--- src/rtl/alu_ctrl_mdu.sv ---
// EX-stage ALU control decode plus iterative multiply/divide unit.
// HI/LO registers, stall handshake toward the hazard unit.
module alu_ctrl_mdu #(
  parameter int DATA_W = 32
) (
  input  logic              clk_i,
  input  logic              rst_i,
  input  logic              valid_i,
  input  logic              flush_i,
  input  logic [5:0]        funct_i,
  input  logic [2:0]        ALUOp_i,
  input  logic [DATA_W-1:0] src1_i,
  input  logic [DATA_W-1:0] src2_i,
  output logic [3:0]        ALUCtrl_o,
  output logic [1:0]        res_sel_o,
  output logic              stall_o,
  output logic [DATA_W-1:0] hi_o,
  output logic [DATA_W-1:0] lo_o,
  output logic              done_o,
  output logic              div_zero_o
);

  localparam int CW = $clog2(DATA_W) + 1;

  typedef enum logic [1:0] {
    IDLE = 2'd0,
    MUL  = 2'd1,
    DIV  = 2'd2,
    FIN  = 2'd3
  } state_t;

  state_t st, st_nxt;

  logic [CW-1:0]     cnt;
  logic [DATA_W-1:0] a_q;
  logic [DATA_W-1:0] p_hi;
  logic [DATA_W-1:0] p_lo;
  logic [DATA_W-1:0] hi_q;
  logic [DATA_W-1:0] lo_q;
  logic              neg_lo;
  logic              neg_hi;
  logic              dz_q;

  logic              mdu_op;
  logic              is_div;
  logic              is_sgn;
  logic              start;
  logic              dz_start;
  logic              last;
  logic              s1_neg;
  logic              s2_neg;
  logic [DATA_W-1:0] mag1;
  logic [DATA_W-1:0] mag2;

  logic [DATA_W:0]     m_sum;
  logic [DATA_W:0]     d_sh;
  logic                d_ge;
  logic [DATA_W-1:0]   d_sub;
  logic [DATA_W-1:0]   s_hi;
  logic [DATA_W-1:0]   s_lo;
  logic [2*DATA_W-1:0] prod;
  logic [2*DATA_W-1:0] prod_n;
  logic [DATA_W-1:0]   fin_hi;
  logic [DATA_W-1:0]   fin_lo;

  assign mdu_op   = (ALUOp_i == 3'b010) && (funct_i[5:2] == 4'b0110);
  assign is_div   = funct_i[1];
  assign is_sgn   = !funct_i[0];
  assign start    = (st == IDLE) && valid_i && mdu_op && !flush_i;
  assign dz_start = start && is_div && (src2_i == '0);
  assign last     = cnt == CW'(DATA_W - 1);

  assign s1_neg = is_sgn && src1_i[DATA_W-1];
  assign s2_neg = is_sgn && src2_i[DATA_W-1];
  assign mag1   = s1_neg ? -src1_i : src1_i;
  assign mag2   = s2_neg ? -src2_i : src2_i;

  assign hi_o = hi_q;
  assign lo_o = lo_q;

  // ALU operation decode from main-control opcode and funct
  always_comb begin
    ALUCtrl_o = 4'b1111;
    res_sel_o = 2'b00;
    case (ALUOp_i)
      3'b000: ALUCtrl_o = 4'b0010;
      3'b001: ALUCtrl_o = 4'b0110;
      3'b011: ALUCtrl_o = 4'b0010;
      3'b100: ALUCtrl_o = 4'b0111;
      3'b101: ALUCtrl_o = 4'b0000;
      3'b110: ALUCtrl_o = 4'b0001;
      3'b111: ALUCtrl_o = 4'b1010;
      3'b010: begin
        case (funct_i)
          6'b100000: ALUCtrl_o = 4'b0010;
          6'b100010: ALUCtrl_o = 4'b0110;
          6'b100100: ALUCtrl_o = 4'b0000;
          6'b100101: ALUCtrl_o = 4'b0001;
          6'b100111: ALUCtrl_o = 4'b1100;
          6'b101010: ALUCtrl_o = 4'b0111;
          6'b000000: ALUCtrl_o = 4'b1000;
          6'b000010: ALUCtrl_o = 4'b1001;
          6'b010000: res_sel_o = 2'b01;
          6'b010010: res_sel_o = 2'b10;
          default:   ALUCtrl_o = 4'b1111;
        endcase
      end
      default: ALUCtrl_o = 4'b1111;
    endcase
  end

  // One shift-add or restoring-divide step and the sign-corrected result
  always_comb begin
    m_sum = {1'b0, p_hi} + (p_lo[0] ? {1'b0, a_q} : '0);
    d_sh  = {p_hi, p_lo[DATA_W-1]};
    d_ge  = d_sh[DATA_W] || (d_sh[DATA_W-1:0] >= a_q);
    d_sub = d_sh[DATA_W-1:0] - a_q;
    if (st == DIV) begin
      s_hi = d_ge ? d_sub : d_sh[DATA_W-1:0];
      s_lo = {p_lo[DATA_W-2:0], d_ge};
    end else begin
      s_hi = m_sum[DATA_W:1];
      s_lo = {m_sum[0], p_lo[DATA_W-1:1]};
    end
    prod   = {s_hi, s_lo};
    prod_n = neg_lo ? -prod : prod;
    if (st == DIV) begin
      fin_hi = neg_hi ? -s_hi : s_hi;
      fin_lo = neg_lo ? -s_lo : s_lo;
    end else begin
      fin_hi = prod_n[2*DATA_W-1:DATA_W];
      fin_lo = prod_n[DATA_W-1:0];
    end
  end

  // MDU state register
  always_ff @(posedge clk_i or negedge rst_i) begin
    if (!rst_i) st <= IDLE;
    else        st <= st_nxt;
  end

  // MDU next-state logic
  always_comb begin
    st_nxt = st;
    case (st)
      IDLE: begin
        if (dz_start)   st_nxt = FIN;
        else if (start) st_nxt = is_div ? DIV : MUL;
      end
      MUL, DIV: begin
        if (flush_i)   st_nxt = IDLE;
        else if (last) st_nxt = FIN;
      end
      FIN:     st_nxt = IDLE;
      default: st_nxt = IDLE;
    endcase
  end

  // MDU outputs: stall toward hazard unit, completion pulses
  always_comb begin
    stall_o    = 1'b0;
    done_o     = (st == FIN);
    div_zero_o = (st == FIN) && dz_q;
    if (rst_i && !flush_i) begin
      case (st)
        IDLE:     stall_o = valid_i && mdu_op;
        MUL, DIV: stall_o = 1'b1;
        default:  stall_o = 1'b0;
      endcase
    end
  end

  // Operand latch, iteration datapath and HI/LO update
  always_ff @(posedge clk_i or negedge rst_i) begin
    if (!rst_i) begin
      cnt    <= '0;
      a_q    <= '0;
      p_hi   <= '0;
      p_lo   <= '0;
      hi_q   <= '0;
      lo_q   <= '0;
      neg_lo <= 1'b0;
      neg_hi <= 1'b0;
      dz_q   <= 1'b0;
    end else if (st == IDLE) begin
      cnt <= '0;
      if (start) begin
        a_q    <= mag2;
        p_hi   <= '0;
        p_lo   <= mag1;
        neg_lo <= s1_neg ^ s2_neg;
        neg_hi <= s1_neg;
        dz_q   <= dz_start;
        if (dz_start) begin
          hi_q <= src1_i;
          lo_q <= '1;
        end
      end
    end else if (st == MUL || st == DIV) begin
      cnt  <= cnt + 1'b1;
      p_hi <= s_hi;
      p_lo <= s_lo;
      if (last && !flush_i) begin
        hi_q <= fin_hi;
        lo_q <= fin_lo;
      end
    end
  end

endmodule

--- config.mk ---
export PLATFORM = sky130hd
export DESIGN_NAME = alu_ctrl_mdu
export DESIGN_NICKNAME = d
export VERILOG_FILES = /design/src/rtl/alu_ctrl_mdu.sv
export SDC_FILE = /design/constraint.sdc
export NUM_CORES = 1
export LEC_CHECK = 0
export BUFFER_PORTS_ARGS = -buffer_cell sky130_fd_sc_hd__buf_2
export CAP_MARGIN = 20
export CELL_PAD_IN_SITES_DETAIL_PLACEMENT = 1
export CELL_PAD_IN_SITES_GLOBAL_PLACEMENT = 2
export CORE_UTILIZATION = 32
export CTS_CLUSTER_DIAMETER = 100
export DETAILED_ROUTE_END_ITERATION = 8
export PLACE_DENSITY_LB_ADDON = 0.12
export SKIP_CTS_REPAIR_TIMING = 1
export SLEW_MARGIN = 20
export SYNTH_ARGS = -nofsm -noshare
export SYNTH_HDL_FRONTEND = slang
export SYNTH_SLANG_ARGS = --single-unit
--- constraint.sdc ---
create_clock -name clk_i -period 6.3 [get_ports clk_i]
set_input_delay 0.63 -clock clk_i [delete_from_list [all_inputs] [get_ports clk_i]]
set_output_delay 0.63 -clock clk_i [all_outputs]
set_load 0.02 [all_outputs]
==> results.toml, run 1 <==
[run_status]
status = "complete, no violations"

[power_and_ir_drop]
power.density_nw_per_um2 = 502
total_power_uw = 9090
p_sw_uw = 5040
leakagePower_uw = 0.00758
seqPwrFrac = 0.185
comb_power_share = 0.692
peakVddDrop_v = 0.000434
p_int_uw = 4050
switching_share = 0.555
clock_power_share = 0.123

[drt]
drt_iter0_markers = 1118
dr_wl_met3_um = 3280
drc = 0
wl_met2_um = 31000
via_per_inst = 5.73
first_pass_iters = 5
routed_wirelength_um = 70000
top_layer = "met4"
wl_met1_um = 33800
wl_per_cell_um = 24.3
num_vias = 16500
ant_nets = 0

[cells_and_area]
fillers = 6030
area_growth_pct = 14.0
drive_gt1_frac = 0.146
final_nets = 2360
fin_cells = 2886

[synth]
yosys.area_share.simple = 0.245
synthAdderAreaFrac = 0.0599
ys_ff_latch = 171
yosysMostFrequentCell = "nand2_1"
synth_common_cells = "271 x nand2_1, 242 x o21ai_0, 171 x dfrtp_1, 158 x a21oi_1, 152 x nor2_1"
synth_area_leaders = "dfrtp_1 27%, o21ai_0 7.6%, nand2_1 6.4%"
async_reset_ff_frac = 1.00
synth_top_family_by_area = "compound AO/OA/AOI/OAI gates"
synthMuxAreaShare = 0.0380
netlist_instances = 2096
synth_largest_area_cell = "dfrtp_1"
synth-xor-area-share = 0.0745
yosysTopAreaCellShare = 0.270
syn_nets = 2247
ys_warn_count = 0
syn_avg_cell_area_um2 = 7.57
ys_types = 96
synth-main-ff-cell = "dfrtp_1"
seq_area_frac_synth = 0.270
synth-compound-area-share = 0.266
synth-edff-count = 0
synth_area_um2 = 15900

[floorplan]
row_count = 81
design.die.area_um2 = 50500
io-pin-count = 150
coreArea_um2 = 49000
die_x_um = 225
die_h_um = 225
initial_core_util = 0.324

[sta]
clock.fmax_mhz = 173
tns_ps = 0
setup_viol = 0
skew_ps = 21.3
hold_viol_final = 0
worstMarginPinSlew_ps = 1050
final_max_slew_viol_count = 0
hold_slack_ps = 150
rsz0062_at_grt = "false"
post-route-period-util = 0.919
slew_headroom = 0.301
min_period_ps = 5790

[worst_setup_path]
crit_type = "reg -> reg"
end_kind = "flip-flop"
rrSetupSlack_ps = 510
crit_fanout = 5
cp.required_ps = 6680
r2r-start = "p_lo[31]"
arrival_ps = 6170
r2r-end = "hi_o[30]"
critPathLaunchType = "flip-flop"
reg2reg_depth = 22

[clocking]
cts_buffers = 17
root_buffer = "clkbuf_16"
insertion_delay_ps = 510
htree_levels = 4
clock-sinks = 171
path_clk_slew_ps = 80
cts_max_path_buffers = 2
cts_tree = "yes"

[grt]
first_global_vias = 16600
grt_pass1_wl_um = 106000
grt-ovfl-total = 0
grt_max_degree = 92
grt_usage = 0.282
antenna_found_initial = 9

[placement]
gp_routability_congestion = 0.895
dp_cells = 2854
dpl.hpwl_um = 54200
port_buffers = 149

[flow_run]
cap_violations = 0

[hold_path]
hp-class = "in -> async"
## cells by family after synthesis
logic type / count (synthesis)
AOI/OAI and AO/OA: 677
xor gates and xnor gates: 135
adders and majority gates: 75
buffers and inverters: 187
DFF: 171
muxes: 56
and+or+nand+nor: 795
## critical path, cell delays in order, from the launching register on
cell and delay, ps:
dfrtp_1 420, inv_1 100, ha_1 200, fa_1 220, nand2b_1 170, a21oi_1 150, o21ai_2 350, a41oi_4 210
nor2_2 240, nor2_1 90, a21oi_1 190, ha_1 250, o2111ai_1 200, or4_1 680, nand4bb_1 310, or4_1 430
a21oi_1 270, o21ai_0 160, nor2_2 230, o2111ai_1 240, o31ai_2 280, xor2_1 190, o21ai_1 70
## cells in the final DEF, fill, tap and decap left out, types with 13 or more instances in the layout
| cell type | netlist | layout |
|---|---|---|
| nand2_1 | 271 | 271 |
| o21ai_0 | 242 | 242 |
| dfrtp_1 | 171 | 170 |
| a21oi_1 | 158 | 156 |
| nor2_1 | 152 | 148 |
| buf_2 | 14 | 148 |
| nand3_1 | 80 | 80 |
| inv_1 | 76 | 76 |
| xnor2_1 | 73 | 73 |
| ha_1 | 72 | 70 |
| nor3_1 | 66 | 66 |
| xor2_1 | 62 | 62 |
| buf_4 | 5 | 54 |
| and2_1 | 44 | 44 |
| o211ai_1 | 33 | 33 |
| mux2_2 | 33 | 33 |
| a31oi_1 | 27 | 27 |
| o31ai_1 | 27 | 27 |
| nor2b_1 | 24 | 23 |
| mux2i_1 | 22 | 22 |
| nand4_1 | 22 | 22 |
| nand2b_1 | 21 | 21 |
| or3_1 | 21 | 21 |
| o21a_1 | 20 | 19 |
| and3_1 | 18 | 18 |
| a21o_1 | 17 | 17 |
| clkbuf_16 | 0 | 17 |
| a211oi_1 | 14 | 14 |
| o21ai_1 | 15 | 13 |
## state kept, by name, summed over array words and instances, names as in the netlist
name    flops
a_q        32
cnt         6
dz_q        1
hi_o       32
lo_o       32
neg_hi      1
neg_lo      1
p_hi       32
p_lo       32
st          2
## stage by stage
step / worst slack [ps] / cell area [µm²] / util
after floorplan: 321 / 15900 / -
after global placement: 466 / 17500 / 0.357
after detailed placement: 259 / 17500 / 0.357
after CTS: 212 / 18100 / 0.369
after global routing: 62.7 / 18100 / 0.369
final: 510 / 18100 / 0.370
## power by group through the flow
stage	sequential (µW)	combinational (µW)	clock (µW)
2_1_floorplan	1570	4040	0
3_3_place_gp	1680	6120	0
3_5_place_dp	1690	6200	0
4_1_cts	1670	6240	1150
5_1_grt	1710	6820	1180
6_report	1680	6290	1120
## metal layers
layer | vias to the layer above | global-route usage
li1 | 7827 | -
met1 | 8266 | 0.393
met2 | 362 | 0.436
met3 | 84 | 0.0483
met4 | 0 | 0.0979
met5 | - | 0
## how the worst max path moves through the flow
stage               startpoint        to  slack, ps  cells after the start
floorplan                st[0]  hi_o[30]        320                     25
global placement      p_lo[31]  hi_o[30]        470                     22
detailed placement    p_lo[31]  hi_o[30]        260                     22
CTS                   p_lo[31]  hi_o[30]        210                     22
global route          p_hi[16]  hi_o[30]         60                     20
finish                p_lo[31]  hi_o[30]        510                     22
## cell type report
cell class	count	area, µm²	area share
multi-input combinational	1738	10900	0.603
sequential	171	4280	0.237
inverter	76	285	0.0158
tap	664	831	0.0459
clock inverter	13	136	0.00754
clock buffer	18	439	0.0243
timing repair buffer	205	1200	0.0663
antenna	1	2.50	0.000138
Note: power is estimated with default switching activity, not from simulation.
==> run 2, diff against run 1 <==
Settings changed: CORE_UTILIZATION 32 to 33, CTS_BUF_LIST set to sky130_fd_sc_hd__clkbuf_2, MAX_ROUTING_LAYER set to met4.
==> results.toml, run 2 (synthesis results as in run 1) <==
[run_status]
status = "complete, no violations"

[cells_and_area]
fillers = 5820
drive_gt1_frac = 0.143
seq_area_um2 = 4280
multi_input_area_um2 = 10900
final_common_cell = "nand2_1"
final_nets = 2407
layout_common_cells = "271 x nand2_1, 242 x o21ai_0, 170 x dfrtp_1, 156 x a21oi_1"
area_growth_pct = 14.3

[floorplan]
row_count = 79
die_h_um = 221
coreArea_um2 = 47000
initial_core_util = 0.338
io-pin-count = 150
design.die.area_um2 = 49000
die_x_um = 221

[sta]
worstMarginPinSlew_ps = 1070
setup_viol = 0
hold_viol_final = 0
min_period_ps = 5800
clock.fmax_mhz = 172
hold_slack_ps = 24.0
slew_headroom = 0.286
tns_ps = 0
skew_ps = 84.4
post-route-period-util = 0.921
final_max_slew_viol_count = 0
rsz0062_at_grt = "false"

[clocking]
clock-sinks = 171
path_clk_slew_ps = 300
htree_levels = 4
root_buffer = "clkbuf_2"
insertion_delay_ps = 1080
cts_tree = "yes"
cts_buffers = 17
cts_max_path_buffers = 2

[flow_run]
cap_violations = 0

[worst_setup_path]
slowest_delay_ps = 690
cp_top_family = "simple AND/OR/NAND/NOR gates"
crit_fanout = 8
path_buf_inv = 1
crit_type = "reg -> reg"
cpMaxStageDelayCell = "or4_1"
cp.required_ps = 7260
end_kind = "flip-flop"
critPathMostFrequentCell = "a21oi_1"
worstPathCellList = "inv_1 -> ha_1 -> a21oi_1 -> o21ai_1 -> o2111ai_2 -> a41oi_4 -> nor2_2 -> nor2_1 -> a21oi_1 -> ha_1 -> o2111ai_1 -> or4_1 -> nand4bb_1 -> or4_1 -> a21oi_1 -> o21ai_0 -> nor2_2 -> o2111ai_1 -> and3_1 -> nor3_1 -> o21ai_0"
arrival_ps = 6760
critPathLaunchType = "flip-flop"

[power_and_ir_drop]
switching_share = 0.577
p_int_uw = 3650
clock_power_share = 0.078
p_sw_uw = 4990
leakagePower_uw = 0.00764
power.density_nw_per_um2 = 477
peakVddDrop_v = 0.000193
comb_power_share = 0.729
seqPwrFrac = 0.193

[drt]
wl_per_cell_um = 24.4
routed_wirelength_um = 70200
drc = 0
via_per_inst = 5.82
drt_iter0_markers = 1166
ant_nets = 0
first_pass_iters = 5
num_vias = 16700

[placement]
gp_routability_congestion = 0.916
port_buffers = 149
dpl.hpwl_um = 53900

[grt]
grt_pass1_wl_um = 106000
grt_usage = 0.292
grt-ovfl-total = 0
antenna_found_initial = 7
grt_max_degree = 92
first_global_vias = 16500

[hold_path]
hp-class = "in -> reg"
## run 2: path summary, 6_finish.rpt
check | from | to | slack [ps] | cells past startpoint
max in group asynchronous | rst_i | a_q[11] | 4800 | 3
min in group asynchronous | rst_i | lo_o[24] | 100 | 2
worst max-delay path | a_q[15] | hi_o[14] | 500 | 21
worst min-delay path | src2_i[24] | a_q[26] | 20 | 4
worst max register to register | a_q[15] | hi_o[14] | 500 | 21
worst min register to register | lo_o[4] | lo_o[4] | 520 | 2
## run 2: final cells by class
type                    instances  area share
multi-input cells            1738       0.602
flip-flops and latches        171       0.236
repair buffers                252      0.0915
well taps                     607      0.0419
inverters                      76      0.0157
clock inverters                13     0.00732
clock buffers                  18     0.00497
diodes                          3    0.000414
## run 2: stage by stage
step	power [µW]	instances	util	setup WS (ps)	cell area, µm²
after floorplan	5610	2096	-	321	15900
after CTS	8570	2828	0.375	244	17600
final	8650	2878	0.386	498	18100
after global placement	7780	2797	0.371	419	17400
after detailed placement	7860	2797	0.371	292	17400
after global routing	9250	2877	0.386	76.3	18100
## run 2: power groups by stage
stage | combinational [µW] | clock [µW] | sequential [µW]
2_1_floorplan | 4040 | 0 | 1570
5_1_grt | 6830 | 721 | 1700
3_5_place_dp | 6170 | 0 | 1690
3_3_place_gp | 6100 | 0 | 1680
6_report | 6300 | 674 | 1670
4_1_cts | 6200 | 705 | 1670
## run 2: worst register-to-register path, stage by stage, from the launching register on
cell       delay [ps]
dfrtp_1           440
inv_1              50
ha_1              390
a21oi_1           280
o21ai_1           240
o2111ai_2         370
a41oi_4            80
nor2_2            250
nor2_1            100
a21oi_1           190
ha_1              260
o2111ai_1         190
or4_1             690
nand4bb_1         330
or4_1             440
a21oi_1           230
o21ai_0           160
nor2_2            240
o2111ai_1         240
and3_1            220
nor3_1            190
o21ai_0           120
## run 2: metal layers
layer,up-vias,track usage,routed length (µm)
met1,8398,0.409,34800
li1,7924,-,-
met4,0,0.0747,1210
met2,366,0.447,31500
met3,58,0.0319,2690
met5,-,-,0
